--- config.mk ---
export PLATFORM = sky130hd
export DESIGN_NAME = onchip_mem_arbiter
export DESIGN_NICKNAME = d
export VERILOG_FILES = /design/src/rtl/onchip_mem_arbiter.sv
export SDC_FILE = /design/constraint.sdc
export NUM_CORES = 1
export LEC_CHECK = 0
export ABC_AREA = 1
export CELL_PAD_IN_SITES_DETAIL_PLACEMENT = 1
export CELL_PAD_IN_SITES_GLOBAL_PLACEMENT = 2
export CORE_MARGIN = 5
export CORE_UTILIZATION = 24
export DETAILED_ROUTE_END_ITERATION = 8
export GPL_ROUTABILITY_DRIVEN = 0
export PLACE_DENSITY = 0.9
export SLEW_MARGIN = 20
export SYNTH_ARGS = -nofsm -noshare
export SYNTH_HDL_FRONTEND = slang
export SYNTH_SLANG_ARGS = --single-unit
--- constraint.sdc ---
create_clock -name clk_clk -period 11.5 [get_ports clk_clk]
set_clock_uncertainty 0.2 [all_clocks]
set_input_delay 2.3 -clock clk_clk [delete_from_list [all_inputs] [get_ports clk_clk]]
set_output_delay 2.3 -clock clk_clk [all_outputs]
set_load 0.02 [all_outputs]
--- src/rtl/onchip_mem_arbiter.sv ---
// Round-robin arbiter sharing the on-chip memory port between requesters A and B.
// One access in flight; reads return a fixed READ_LATENCY+1 cycles after the command.
module onchip_mem_arbiter #(
    parameter int ADDR_W       = 17,
    parameter int DATA_W       = 32,
    parameter int READ_LATENCY = 2
) (
    input  logic                clk_clk,
    input  logic                reset_reset,
    input  logic                a_req,
    input  logic                a_we,
    input  logic [ADDR_W-1:0]   a_addr,
    input  logic [DATA_W-1:0]   a_wdata,
    input  logic [DATA_W/8-1:0] a_be,
    output logic                a_gnt,
    output logic                a_rvalid,
    output logic [DATA_W-1:0]   a_rdata,
    input  logic                b_req,
    input  logic                b_we,
    input  logic [ADDR_W-1:0]   b_addr,
    input  logic [DATA_W-1:0]   b_wdata,
    input  logic [DATA_W/8-1:0] b_be,
    output logic                b_gnt,
    output logic                b_rvalid,
    output logic [DATA_W-1:0]   b_rdata,
    output logic                busy,
    output logic [ADDR_W-1:0]   mem_address,
    output logic                mem_chipselect,
    output logic                mem_clken,
    output logic                mem_write,
    output logic [DATA_W-1:0]   mem_writedata,
    output logic [DATA_W/8-1:0] mem_byteenable,
    input  logic [DATA_W-1:0]   mem_readdata
);
    localparam int BE_W  = DATA_W / 8;
    localparam int CNT_W = 2;

    localparam logic [1:0] S_IDLE    = 2'd0;
    localparam logic [1:0] S_ISSUE   = 2'd1;
    localparam logic [1:0] S_WAIT_RD = 2'd2;

    logic [1:0]        r_state;
    logic              r_last_b;
    logic              r_win_b;
    logic              r_win_we;
    logic [CNT_W-1:0]  r_cnt;
    logic              r_a_gnt;
    logic              r_b_gnt;
    logic              r_a_rvalid;
    logic              r_b_rvalid;
    logic [DATA_W-1:0] r_a_rdata;
    logic [DATA_W-1:0] r_b_rdata;
    logic [ADDR_W-1:0] r_mem_address;
    logic              r_mem_chipselect;
    logic              r_mem_clken;
    logic              r_mem_write;
    logic [DATA_W-1:0] r_mem_writedata;
    logic [BE_W-1:0]   r_mem_byteenable;

    logic              w_any;
    logic              w_win_b;
    logic              w_we;
    logic [ADDR_W-1:0] w_addr;
    logic [DATA_W-1:0] w_wdata;
    logic [BE_W-1:0]   w_be;

    // On a tie the port that did not win last time is chosen.
    assign w_any   = a_req | b_req;
    assign w_win_b = b_req & (~a_req | ~r_last_b);
    assign w_we    = w_win_b ? b_we    : a_we;
    assign w_addr  = w_win_b ? b_addr  : a_addr;
    assign w_wdata = w_win_b ? b_wdata : a_wdata;
    assign w_be    = w_win_b ? b_be    : a_be;

    always_ff @(posedge clk_clk or posedge reset_reset) begin
        if (reset_reset) begin
            r_state          <= S_IDLE;
            r_last_b         <= 1'b1;
            r_win_b          <= 1'b0;
            r_win_we         <= 1'b0;
            r_cnt            <= '0;
            r_a_gnt          <= 1'b0;
            r_b_gnt          <= 1'b0;
            r_a_rvalid       <= 1'b0;
            r_b_rvalid       <= 1'b0;
            r_a_rdata        <= '0;
            r_b_rdata        <= '0;
            r_mem_address    <= '0;
            r_mem_chipselect <= 1'b0;
            r_mem_clken      <= 1'b0;
            r_mem_write      <= 1'b0;
            r_mem_writedata  <= '0;
            r_mem_byteenable <= '0;
        end else begin
            r_mem_clken <= 1'b1;
            r_a_gnt     <= 1'b0;
            r_b_gnt     <= 1'b0;
            r_a_rvalid  <= 1'b0;
            r_b_rvalid  <= 1'b0;
            case (r_state)
                S_IDLE: begin
                    if (w_any) begin
                        r_state          <= S_ISSUE;
                        r_win_b          <= w_win_b;
                        r_last_b         <= w_win_b;
                        r_win_we         <= w_we;
                        r_mem_address    <= w_addr;
                        r_mem_writedata  <= w_wdata;
                        r_mem_byteenable <= w_we ? w_be : '1;
                        r_mem_chipselect <= 1'b1;
                        r_mem_write      <= w_we;
                        r_a_gnt          <= ~w_win_b;
                        r_b_gnt          <= w_win_b;
                    end
                end
                S_ISSUE: begin
                    r_mem_chipselect <= 1'b0;
                    r_mem_write      <= 1'b0;
                    if (r_win_we) begin
                        r_state <= S_IDLE;
                    end else begin
                        r_state <= S_WAIT_RD;
                        r_cnt   <= CNT_W'(READ_LATENCY - 1);
                    end
                end
                S_WAIT_RD: begin
                    if (r_cnt == '0) begin
                        r_state <= S_IDLE;
                        if (r_win_b) begin
                            r_b_rdata  <= mem_readdata;
                            r_b_rvalid <= 1'b1;
                        end else begin
                            r_a_rdata  <= mem_readdata;
                            r_a_rvalid <= 1'b1;
                        end
                    end else begin
                        r_cnt <= r_cnt - 1'b1;
                    end
                end
                default: r_state <= S_IDLE;
            endcase
        end
    end

    assign busy           = (r_state != S_IDLE);
    assign a_gnt          = r_a_gnt;
    assign b_gnt          = r_b_gnt;
    assign a_rvalid       = r_a_rvalid;
    assign b_rvalid       = r_b_rvalid;
    assign a_rdata        = r_a_rdata;
    assign b_rdata        = r_b_rdata;
    assign mem_address    = r_mem_address;
    assign mem_chipselect = r_mem_chipselect;
    assign mem_clken      = r_mem_clken;
    assign mem_write      = r_mem_write;
    assign mem_writedata  = r_mem_writedata;
    assign mem_byteenable = r_mem_byteenable;

endmodule

==> results by group, run 1 <==
Placement
  – # port buffers: 268
  – Setup WS pre-CTS: 6.49 ns
  – DP HPWL: 14200 um
  – Placed cells: 1214
  – Placed inst area: 8560 um2

Yosys
  – Syn avg cell area: 8.61 um2
  – Yosys warning total: 0
  – Synth Net Count: 804
  – Seq/Total Area, Yosys: 57.8%
  – Leading area contributor after synthesis: dfrtp_1
  – FFs w/ async S/R, synth: 100%
  – Mapped Cells: 659
  – Post-synthesis cell type count: 19
  – EDFF count, synth: 0
  – Main synth FF type: dfrtp_1
  – Post-synth top area share: 57.4%
  – Mapped Area: 5670 um2
  – Seq cells post-synth: 131
  – Synth top area cells: dfrtp_1 57%, nand2_1 17%, inv_1 6.6%

CTS
  – Worst-Skew Late Latency: 0.40 ns
  – CTS Buffer Depth: 2
  – Clk slew on worst S/H paths: 0.06 ns
  – Hold_buf cts: 0
  – CTS tree: done
  – Clk sinks: 131
  – Htree depth: 4
  – CTS Buf Count: 17
  – Root buffer cell: clkbuf_16
  – Setup Buffers After CTS: 0
  – PostCTS Resize Cnt: 0

Worst setup path
  – Crit. End Element: flip-flop
  – Worst path arrival time: 4.64 ns
  – Most used cell, CP: nand2_1
  – Crit Path Category: in -> reg
  – Number of buffer and inverter stages on the critical path: 3
  – Top fanout value on the critical path: 58
  – CP max stage delay: 0.62 ns
  – Crit path max-delay family: buffers and inverters
  – Crit-path cells: clkdlybuf4s50_1 > nor2_1 > nor2_4 > buf_4 > inv_2 > nand2_1 > nand2_1
  – Worst Path Required: 11.59 ns
  – Worst Setup Start Kind: input port
  – Slowest cell on the critical path: clkdlybuf4s50_1

GRT
  – Number of global-route vias before repair: 5526
  – Largest net degree at the start of global routing: 84
  – Total global routing overflow: 0
  – Initial antenna violation count: 1
  – Overall Global Routing Usage: 14.3%
  – First-pass GRT wire length: 29900 um

Layout
  – Layout area overhead: 61.7%
  – Share of layout cells above drive strength 1: 4.85%
  – Area of the multi-input gates: 1780 um2
  – Ant. Diodes: 0
  – # fillers: 2767
  – Final Non-Filler Cells: 1246
  – FF+latch area: 3280 um2
  – Design Area, Final: 9170 um2
  – Nets: 1059

Detailed routing
  – Avg WL per Cell: 15.5 um
  – Number of remaining DRC errors: 0
  – Final WL: 19300 um
  – Vias: 5156
  – Vias/cell: 4.14
  – DRT antenna net count: 0
  – 1st-iter DRT viols: 185
  – First-pass iteration count of the detailed router: 4

Die
  – Core ar.: 23400 um2
  – Die ar.: 26800 um2
  – Width of the die: 164 um
  – Boundary pin count: 269
  – Row cnt: 56
  – Starting Density: 24.2%
  – Die span in y: 164 um

Job
  – Max-Cap Viols: 0

STA
  – Fin. Hold Viols: 0
  – TNS Setup: 0 ns
  – Max Freq: 0.220 GHz
  – Post-route minimum period: 4.54 ns
  – Worst setup margin: 6.96 ns
  – Max Slew Vio Count: 0
  – Tightest Pin Transition: 1.01 ns
  – RSZ-0062 raised after global routing: no
  – Final setup fails: 0
  – Max transition margin: 32.4%
  – Final Cycle Share: 39.5%
  – Final hold slack: 0.279 ns

Min path
  – Hold crit path type: reg -> reg

Power and ir drop
  – Power Dens Cells: 285 nW/um2
  – Peak VDD IR: 0.195 mV
  – Static leakage power: 0.00446 uW

Outcome
  – Outcome: complete, no violations
==> per-layer routing <==
metal / global-route usage (%) / share of wire (%) / wire length, um / vias up
met1: 16.9 / 42 / 8070 / 2428
met4: 4.08 / 1.2 / 228 / 2
met2: 24.6 / 49 / 9460 / 161
li1: - / - / - / 2553
met5: 0 / 0.10 / 20 / -
met3: 4.92 / 7.8 / 1500 / 12
==> cells in the final DEF, fill, tap and decap left out <==
| cell | synthesis | layout |
|---|---|---|
| nand3_2 | 0 | 2 |
| clkbuf_1 | 3 | 1 |
| buf_4 | 4 | 4 |
| nor2_2 | 1 | 1 |
| inv_1 | 99 | 98 |
| nand3_1 | 8 | 6 |
| o21ai_0 | 56 | 56 |
| nand2_1 | 256 | 255 |
| o211ai_1 | 47 | 47 |
| conb_1 | 1 | 1 |
| o21ai_1 | 10 | 10 |
| clkinv_2 | 0 | 1 |
| clkbuf_16 | 0 | 17 |
| inv_2 | 2 | 2 |
| nand3b_1 | 2 | 2 |
| dfstp_2 | 1 | 1 |
| clkinvlp_4 | 0 | 4 |
| dfrtp_1 | 130 | 130 |
| nor2_4 | 1 | 1 |
| ha_1 | 1 | 1 |
| inv_6 | 0 | 5 |
| buf_6 | 10 | 1 |
| clkinv_4 | 0 | 2 |
| nand2_4 | 0 | 1 |
| bufinv_16 | 0 | 3 |
| clkdlybuf4s50_1 | 0 | 268 |
| nor2_1 | 7 | 7 |
==> synthesized netlist by cell type, types with 2 or more instances <==
cell type  instances
buf_4              4
buf_2             20
nand2_1          256
o211ai_1          47
inv_1             99
nand3b_1           2
inv_2              2
buf_6             10
nand3_1            8
o21ai_0           56
clkbuf_1           3
dfrtp_1          130
o21ai_1           10
nor2_1             7
==> kinds of logic (layout without fill, tap and decap cells) <==
| family | after synthesis | in the layout | synth area share (%) |
|---|---|---|---|
| AOI/OAI and AO/OA | 113 | 113 | 12.0 |
| adders and majority gates | 1 | 1 | 0.221 |
| buffers and inverters | 138 | 406 | 11.2 |
| DFF | 131 | 131 | 57.8 |
| other | 1 | 1 | 0.0661 |
| and+or+nand+nor | 275 | 275 | 18.7 |
==> worst register-to-register path, delay by kind of cell (launching register included) <==
family / cells / cell delay [ns]
buffers and inverters: 3 / 1.24
flip-flops: 1 / 0.40
AND/OR/NAND/NOR: 4 / 0.60
==> state kept, by name, indices dropped and copies added, names as in the netlist <==
register and flops:
a_rdata 32, b_rdata 32, mem_writedata 32, mem_address 17, mem_byteenable 4, r_cnt 2
r_state 2, a_gnt 1, a_rvalid 1, b_gnt 1, b_rvalid 1, mem_chipselect 1
mem_clken 1, mem_write 1, r_last_b 1, r_win_b 1, r_win_we 1
==> per-stage QoR <==
step                power, uW  util, %
floorplan                1450        -
global placement         2040     36.6
detailed placement       2080     36.6
CTS                      2660     39.2
global route             2790     39.2
finish                   2610     39.2
==> area by class of cell <==
type	instances	area share, %
clock buffers	18	4.68
repair buffers	273	29.7
well taps	319	4.35
clock inverters	14	1.94
flip-flops and latches	131	35.8
multi-input cells	390	19.4
inverters	101	4.19
==> final timing paths <==
| kind | cells past startpoint | startpoint | slack [ns] | to |
|---|---|---|---|---|
| min in group asynchronous | 2 | reset_reset | 2.12 | b_rdata[23]$_DFFE_PP0P_ |
| hold reg to reg | 2 | mem_writedata[21]$_DFFE_PP0P_ | 0.28 | mem_writedata[21]$_DFFE_PP0P_ |
| setup reg to reg | 7 | r_state[0]$_DFFE_PP0P_ | 8.96 | mem_address[16]$_DFFE_PP0P_ |
| max in group asynchronous | 3 | reset_reset | 7.86 | a_rdata[27]$_DFFE_PP0P_ |
| hold / removal | 2 | mem_writedata[21]$_DFFE_PP0P_ | 0.28 | mem_writedata[21]$_DFFE_PP0P_ |
| setup / recovery | 7 | b_req | 6.96 | mem_address[16]$_DFFE_PP0P_ |
==> where the power goes <==
| part | internal (uW) | switching [uW] | total (uW) | leakage (uW) |
|---|---|---|---|---|
| clock | 344 | 218 | 562 | 0.000284 |
| sequential | 693 | 127 | 820 | 0.00156 |
| combinational | 544 | 684 | 1230 | 0.00261 |
| total | 1580 | 1030 | 2610 | 0.00446 |
(Power assumes the default switching activity.)
==> run 2, diff against run 1 <==
CORE_UTILIZATION = 20   (was 24)
PLACE_DENSITY = 0.8   (was 0.9)
clock period = 3.8 ns   (was 11.5 ns; I/O delays follow)
==> run 2 against run 1 <==
Global-route usage decreased by 1.9 points; largest power group unchanged; total power increased to 3.1 times the previous value; flip-flop and latch count unchanged; final area rose by 1.8%; final cell count rose by 5.0%; register-to-register slack got worse by 7.2 ns; sequential share of layout area shrank 0.63 points; combinational power rose to 3.0 times the previous value; largest cell class unchanged; core utilization decreased by 5.7 points; critical path type is now reg -> out; via count grew 0.83%; worst setup slack got worse by 5.7 ns.
==> results by group, run 2 (same netlist as run 1, synthesis figures left out) <==
Outcome
  – Outcome: complete, no violations (unchanged)

Power and ir drop
  – Clock power frac: 22.8% (was 21.5%)
  – NetSw: 3130 uW (was 1030 uW)
  – Internal power: 4870 uW (was 1580 uW)
  – Flop pwr share: 30.8% (was 31.4%)
  – Static leakage power: 0.00452 uW (was 0.00446 uW)
  – Gate power share: 46.4% (was 47.0%)
  – Net Sw Frac: 39.1% (was 39.4%)
  – Total power: 8010 uW (was 2610 uW)
  – Peak VDD IR: 0.519 mV (was 0.195 mV)
  – Power Dens Cells: 858 nW/um2 (was 285 nW/um2)

STA
  – TNS Setup: 0 ns (unchanged)
  – Post-route minimum period: 2.58 ns
  – Fin. Hold Viols: 0 (unchanged)
  – Max transition margin: 30.1% (was 32.4%)
  – RSZ-0062 raised after global routing: no (unchanged)
  – Max Freq: 0.387 GHz
  – Final setup fails: 0 (unchanged)
  – Worst setup margin: 1.22 ns (was 6.96 ns)
  – Max Slew Vio Count: 0 (unchanged)
  – Final Cycle Share: 68.0%
  – Tightest Pin Transition: 1.05 ns (was 1.01 ns)

CTS
  – Root buffer cell: clkbuf_16 (unchanged)
  – Htree depth: 4 (unchanged)
  – Worst-Skew Late Latency: 0.41 ns (was 0.40 ns)
  – PostCTS Resize Cnt: 0 (unchanged)
  – Clk sinks: 131 (unchanged)
  – CTS Buf Count: 17 (unchanged)
  – CTS Buffer Depth: 2 (unchanged)
  – Setup Buffers After CTS: 0 (unchanged)
  – Hold_buf cts: 0 (unchanged)
  – Clk slew on worst S/H paths: 0.06 ns (about the same)
  – CTS tree: done (unchanged)

Worst setup path
  – Worst Setup Start Kind: flip-flop (was input port)
  – Crit. End Element: primary output (was flip-flop)
  – R2R depth: 6 (was 7)
  – Reg2reg start: r_last_b$_DFFE_PP1P_ (was r_state[0]$_DFFE_PP0P_)
  – Top fanout value on the critical path: 3 (was 58)
  – Crit Path Category: reg -> out (was in -> reg)
  – Critical path startpoint: r_state[0]$_DFFE_PP0P_ (was b_req)
  – Worst path arrival time: 1.62 ns (was 4.64 ns)
  – Worst Path Required: 2.84 ns (was 11.59 ns)

Layout
  – Fin util: 33.5% (was 39.2%)
  – Ant. Diodes: 0 (unchanged)
  – FF+latch area: 3280 um2 (unchanged)
  – Most frequent cells in the layout: 268 x clkdlybuf4s50_1, 255 x nand2_1, 130 x dfrtp_1 (unchanged)
  – Area of the multi-input gates: 1780 um2 (unchanged)
  – Share of layout cells above drive strength 1: 5.27% (was 4.85%)
  – Layout area overhead: 64.6% (was 61.7%)
  – Nets: 1062 (was 1059)
  – Commonest non-fill, non-tap cell in the layout: clkdlybuf4s50_1 (unchanged)
  – # fillers: 3213 (was 2767)

Placement
  – Setup WS pre-CTS: 0.840 ns (was 6.49 ns)
  – DP HPWL: 14500 um (was 14200 um)
  – # port buffers: 268 (unchanged)

Die
  – Die ar.: 31800 um2 (was 26800 um2)
  – Boundary pin count: 269 (unchanged)
  – Starting Density: 20.4% (was 24.2%)
  – Width of the die: 178 um (was 164 um)
  – Row cnt: 61 (was 56)
  – Die span in y: 178 um (was 164 um)
  – Core ar.: 27900 um2 (was 23400 um2)

GRT
  – Initial antenna violation count: 0 (was 1)
  – Met1 Usage GRT: 14.5% (was 16.9%)
  – Top Usage Layer GRT: met2 (unchanged)
  – Met3 Use GR: 5.40% (was 4.92%)
  – Largest net degree at the start of global routing: 66 (was 84)
  – Met2 Use GR: 20.9% (was 24.6%)
  – Total global routing overflow: 0 (unchanged)
  – First-pass GRT wire length: 30800 um (was 29900 um)
  – Overall Global Routing Usage: 12.4% (was 14.3%)
  – Number of global-route vias before repair: 5614 (was 5526)

Detailed routing
  – Vias: 5199 (was 5156)
  – Vias/cell: 3.97 (was 4.14)
  – Number of remaining DRC errors: 0 (unchanged)
  – Final WL: 19600 um (was 19300 um)
  – DRT antenna net count: 0 (unchanged)
  – 1st-iter DRT viols: 220 (was 185)
  – Avg WL per Cell: 15.0 um (was 15.5 um)
  – First-pass iteration count of the detailed router: 4 (unchanged)

Min path
  – Hold Path Cell Cnt: 2 (unchanged)
  – Min-Delay Startpoint: r_last_b$_DFFE_PP1P_ (was mem_writedata[21]$_DFFE_PP0P_)
  – Hold crit path type: reg -> reg (unchanged)

Job
  – Max-Cap Viols: 0 (unchanged)
run 2: changes by cell type in the layout (fill, tap and decap cells not counted):
cell        delta
buf_4          +1
inv_8          +2
clkinv_4       +1
buf_6          -1
bufinv_16      +1
buf_12         +3
clkinvlp_4     -3
clkbuf_1       -1
run 2: final cells by class:
type / count / area share (%)
well taps: 378 / 5.07
clock buffers: 17 / 4.56
repair buffers: 276 / 29.8
clock inverters: 15 / 2.33
flip-flops and latches: 131 / 35.1
multi-input cells: 390 / 19.0
inverters: 101 / 4.10
run 2: metrics by stage:
step	hold WS (ns)	cells	area, um2
4_1_cts	0.276	1308	9340
6_report	0.275	1308	9340
5_1_grt	0.297	1308	9340
3_3_place_gp	0.254	1276	8690
2_1_floorplan	0.243	659	5680
3_5_place_dp	0.266	1276	8690
run 2: worst paths after layout:
path	to	slack, ns
min reg2reg	r_last_b$_DFFE_PP1P_	0.27
max in group asynchronous	r_last_b$_DFFE_PP1P_	1.98
min in group asynchronous	mem_writedata[18]$_DFFE_PP0P_	0.62
max reg2reg	mem_writedata[3]$_DFFE_PP0P_	1.72
min	r_last_b$_DFFE_PP1P_	0.27
max	busy	1.22
run 2: critical path, stage by stage (launching register included):
cell	delay (ns)
dfrtp_1	0.40
nor2_1	0.18
inv_2	0.09
clkdlybuf4s50_1	0.54
run 2: routing by layer:
metal | vias to the layer above | part of all wire [%]
met5 | - | 0
li1 | 2555 | -
met3 | 15 | 8.3
met4 | 0 | 1.1
met2 | 162 | 48
met1 | 2467 | 43
run 2: power by group through the flow:
stage / logic [uW] / clock network (uW) / registers [uW]
floorplan: 1120 / 0 / 3270
global placement: 3730 / 0 / 2470
detailed placement: 3800 / 0 / 2490
CTS: 3810 / 1890 / 2480
global route: 4050 / 1950 / 2570
finish: 3720 / 1820 / 2470
==> run 3, diff against run 2 <==
CORE_UTILIZATION = 22   (was 20)
PLACE_DENSITY = 0.84   (was 0.8)
clock period = 2.62 ns   (was 3.8 ns; I/O delays follow)
==> run 3 against run 2 <==
Worst hold slack improved by 0.0048 ns; highest routed layer unchanged; final cell count fell by 2.8%; total power rose by 43%; largest cell class unchanged; sequential share of layout area barely moved; combinational power rose by 47%; final area rose by 0.13%; register-to-register slack got worse by 1.0 ns.
==> results by group, run 3 (same netlist as run 1, synthesis figures left out) <==
Outcome
  – Outcome: complete, no violations (unchanged)

Min path
  – Min-Delay Startpoint: mem_writedata[9]$_DFFE_PP0P_ (was r_last_b$_DFFE_PP1P_)
  – Worst Hold Endpoint: mem_writedata[9]$_DFFE_PP0P_ (was r_last_b$_DFFE_PP1P_)
  – Hold Path Cell Cnt: 2 (unchanged)
  – Hold crit path type: reg -> reg (unchanged)

CTS
  – Root buffer cell: clkbuf_16 (unchanged)
  – Hold_buf cts: 0 (unchanged)
  – Worst-Skew Late Latency: 0.40 ns (was 0.41 ns)
  – CTS tree: done (unchanged)
  – PostCTS Resize Cnt: 0 (unchanged)
  – Htree depth: 4 (unchanged)
  – Setup Buffers After CTS: 0 (unchanged)
  – CTS Buffer Depth: 2 (unchanged)
  – CTS Buf Count: 17 (unchanged)
  – Clk slew on worst S/H paths: 0.06 ns (about the same)
  – Clk sinks: 131 (unchanged)

Worst setup path
  – Top fanout value on the critical path: 3 (unchanged)
  – RR Endpoint: b_rdata[7]$_DFFE_PP0P_ (was mem_writedata[3]$_DFFE_PP0P_)
  – Slowest cell on the critical path: clkdlybuf4s50_1 (unchanged)
  – Crit. End Element: primary output (unchanged)
  – Worst Setup Start Kind: flip-flop (unchanged)
  – Worst R2R Setup Slack: 0.70 ns (was 1.72 ns)
  – CP max stage delay: 0.55 ns (was 0.54 ns)
  – R2R depth: 5 (was 6)
  – Worst path arrival time: 1.63 ns (was 1.62 ns)
  – Crit Path Category: reg -> out (unchanged)
  – Worst Path Required: 1.90 ns (was 2.84 ns)
  – Crit-path cells: nor2_1 > inv_2 > clkdlybuf4s50_1 (unchanged)
  – Logic depth of the worst setup path including buffers: 3 (unchanged)
  – Number of buffer and inverter stages on the critical path: 2 (unchanged)
  – Reg2reg start: r_cnt[0]$_DFFE_PP0P_ (was r_last_b$_DFFE_PP1P_)
  – Crit path max-delay family: buffers and inverters (unchanged)

Layout
  – Nets: 1073 (was 1062)
  – Layout area overhead: 64.8% (was 64.6%)
  – Ant. Diodes: 0 (unchanged)
  – Final Non-Filler Cells: 1271 (was 1308)
  – # fillers: 2989 (was 3213)
  – Commonest non-fill, non-tap cell in the layout: clkdlybuf4s50_1 (unchanged)
  – Most frequent cells in the layout: 268 x clkdlybuf4s50_1, 255 x nand2_1, 130 x dfrtp_1 (unchanged)
  – Design Area, Final: 9350 um2 (was 9340 um2)
  – Share of layout cells above drive strength 1: 6.38% (was 5.27%)

Power and ir drop
  – Clock power frac: 20.7% (was 22.8%)
  – Peak VDD IR: 0.542 mV (was 0.519 mV)
  – Power Dens Cells: 1220 nW/um2 (was 858 nW/um2)
  – Internal power: 6920 uW (was 4870 uW)
  – Flop pwr share: 31.4% (was 30.8%)
  – Static leakage power: 0.00455 uW (was 0.00452 uW)
  – Net Sw Frac: 39.4% (was 39.1%)
  – NetSw: 4500 uW (was 3130 uW)
  – Gate power share: 48.0% (was 46.4%)

Detailed routing
  – Final WL: 19500 um (was 19600 um)
  – DRT antenna net count: 0 (unchanged)
  – First-pass iteration count of the detailed router: 4 (unchanged)
  – 1st-iter DRT viols: 225 (was 220)
  – Avg WL per Cell: 15.3 um (was 15.0 um)
  – Number of remaining DRC errors: 0 (unchanged)
  – Vias: 5173 (was 5199)
  – Vias/cell: 4.07 (was 3.97)

STA
  – TNS Setup: 0 ns (unchanged)
  – Tightest Pin Transition: 0.514 ns (was 1.05 ns)
  – Final Cycle Share: 89.7%
  – Final setup fails: 0 (unchanged)
  – Post-route minimum period: 2.35 ns
  – RSZ-0062 raised after global routing: no (unchanged)
  – Fin. Hold Viols: 0 (unchanged)
  – Max Slew Vio Count: 0 (unchanged)
  – Max transition margin: 65.6% (was 30.1%)
  – Max Freq: 0.426 GHz
  – Worst setup margin: 0.271 ns (was 1.22 ns)
  – Final hold slack: 0.279 ns (was 0.275 ns)

GRT
  – Overall Global Routing Usage: 13.4% (was 12.4%)
  – First-pass GRT wire length: 30900 um (was 30800 um)
  – Number of global-route vias before repair: 5615 (was 5614)
  – Largest net degree at the start of global routing: 66 (unchanged)
  – Total global routing overflow: 0 (unchanged)
  – Initial antenna violation count: 0 (unchanged)

Job
  – Max-Cap Viols: 0 (unchanged)

Die
  – Width of the die: 171 um (was 178 um)
  – Boundary pin count: 269 (unchanged)
  – Starting Density: 22.5% (was 20.4%)
  – Core ar.: 25300 um2 (was 27900 um2)
  – Die span in y: 171 um (was 178 um)
  – Die ar.: 29100 um2 (was 31800 um2)
  – Row cnt: 58 (was 61)

Placement
  – Placed inst area: 8760 um2 (was 8690 um2)
  – Placed cells: 1239 (was 1276)
  – DP HPWL: 14700 um (was 14500 um)
  – Setup WS pre-CTS: 0.361 ns (was 0.840 ns)
  – # port buffers: 268 (unchanged)
-- run 3: cell count changes in the layout (fill, tap and decap cells not counted), sizes merged --
cell / before / now
buf: 8 / 19
bufinv: 4 / 2
clkinv: 4 / 6
clkinvlp: 1 / 5
inv: 107 / 103
-- run 3: per-layer routing --
layer / track usage [%] / wire length [um] / vias up / part of all wire (%)
met5: 0 / 0 / - / 0
met4: 3.44 / 295 / 0 / 1.5
met3: 4.14 / 1350 / 13 / 6.9
met2: 23.7 / 9770 / 153 / 50
met1: 16.0 / 8080 / 2429 / 41
li1: - / - / 2578 / -
-- run 3: tightest hold or removal path, delay by kind of cell (launching register included) --
family / cells / cell delay, ns
flip-flops: 1 / 0.34
AND/OR/NAND/NOR: 2 / 0.10
-- run 3: metrics by stage --
step	total power [uW]	utilization, %
2_1_floorplan	6370	-
6_report	11400	37.0
5_1_grt	12300	37.0
3_3_place_gp	9070	34.7
4_1_cts	11700	37.0
3_5_place_dp	9200	34.7
-- run 3: worst max path at each step --
stage,startpoint,endpoint
global route,r_state[0]$_DFFE_PP0P_,busy
floorplan,reset_reset,a_gnt$_DFF_PP0_
detailed placement,a_req,mem_writedata[7]$_DFFE_PP0P_
finish,r_state[0]$_DFFE_PP0P_,busy
CTS,r_state[0]$_DFFE_PP0P_,busy
global placement,a_req,mem_byteenable[0]$_DFFE_PP0P_
-- run 3: power groups by stage --
stage,sequential (uW),clock [uW],combinational (uW)
global route,3740,2550,5970
floorplan,4740,0,1630
detailed placement,3610,0,5580
finish,3580,2360,5480
CTS,3600,2450,5620
global placement,3570,0,5500
-- run 3: layout make-up --
type,instances,area (um2),area share [%]
flip-flops and latches,131,3280,35.1
repair buffers,287,2910,31.2
multi-input cells,390,1780,19.0
clock buffers,17,425,4.55
well taps,330,413,4.42
inverters,101,383,4.10
clock inverters,15,158,1.69
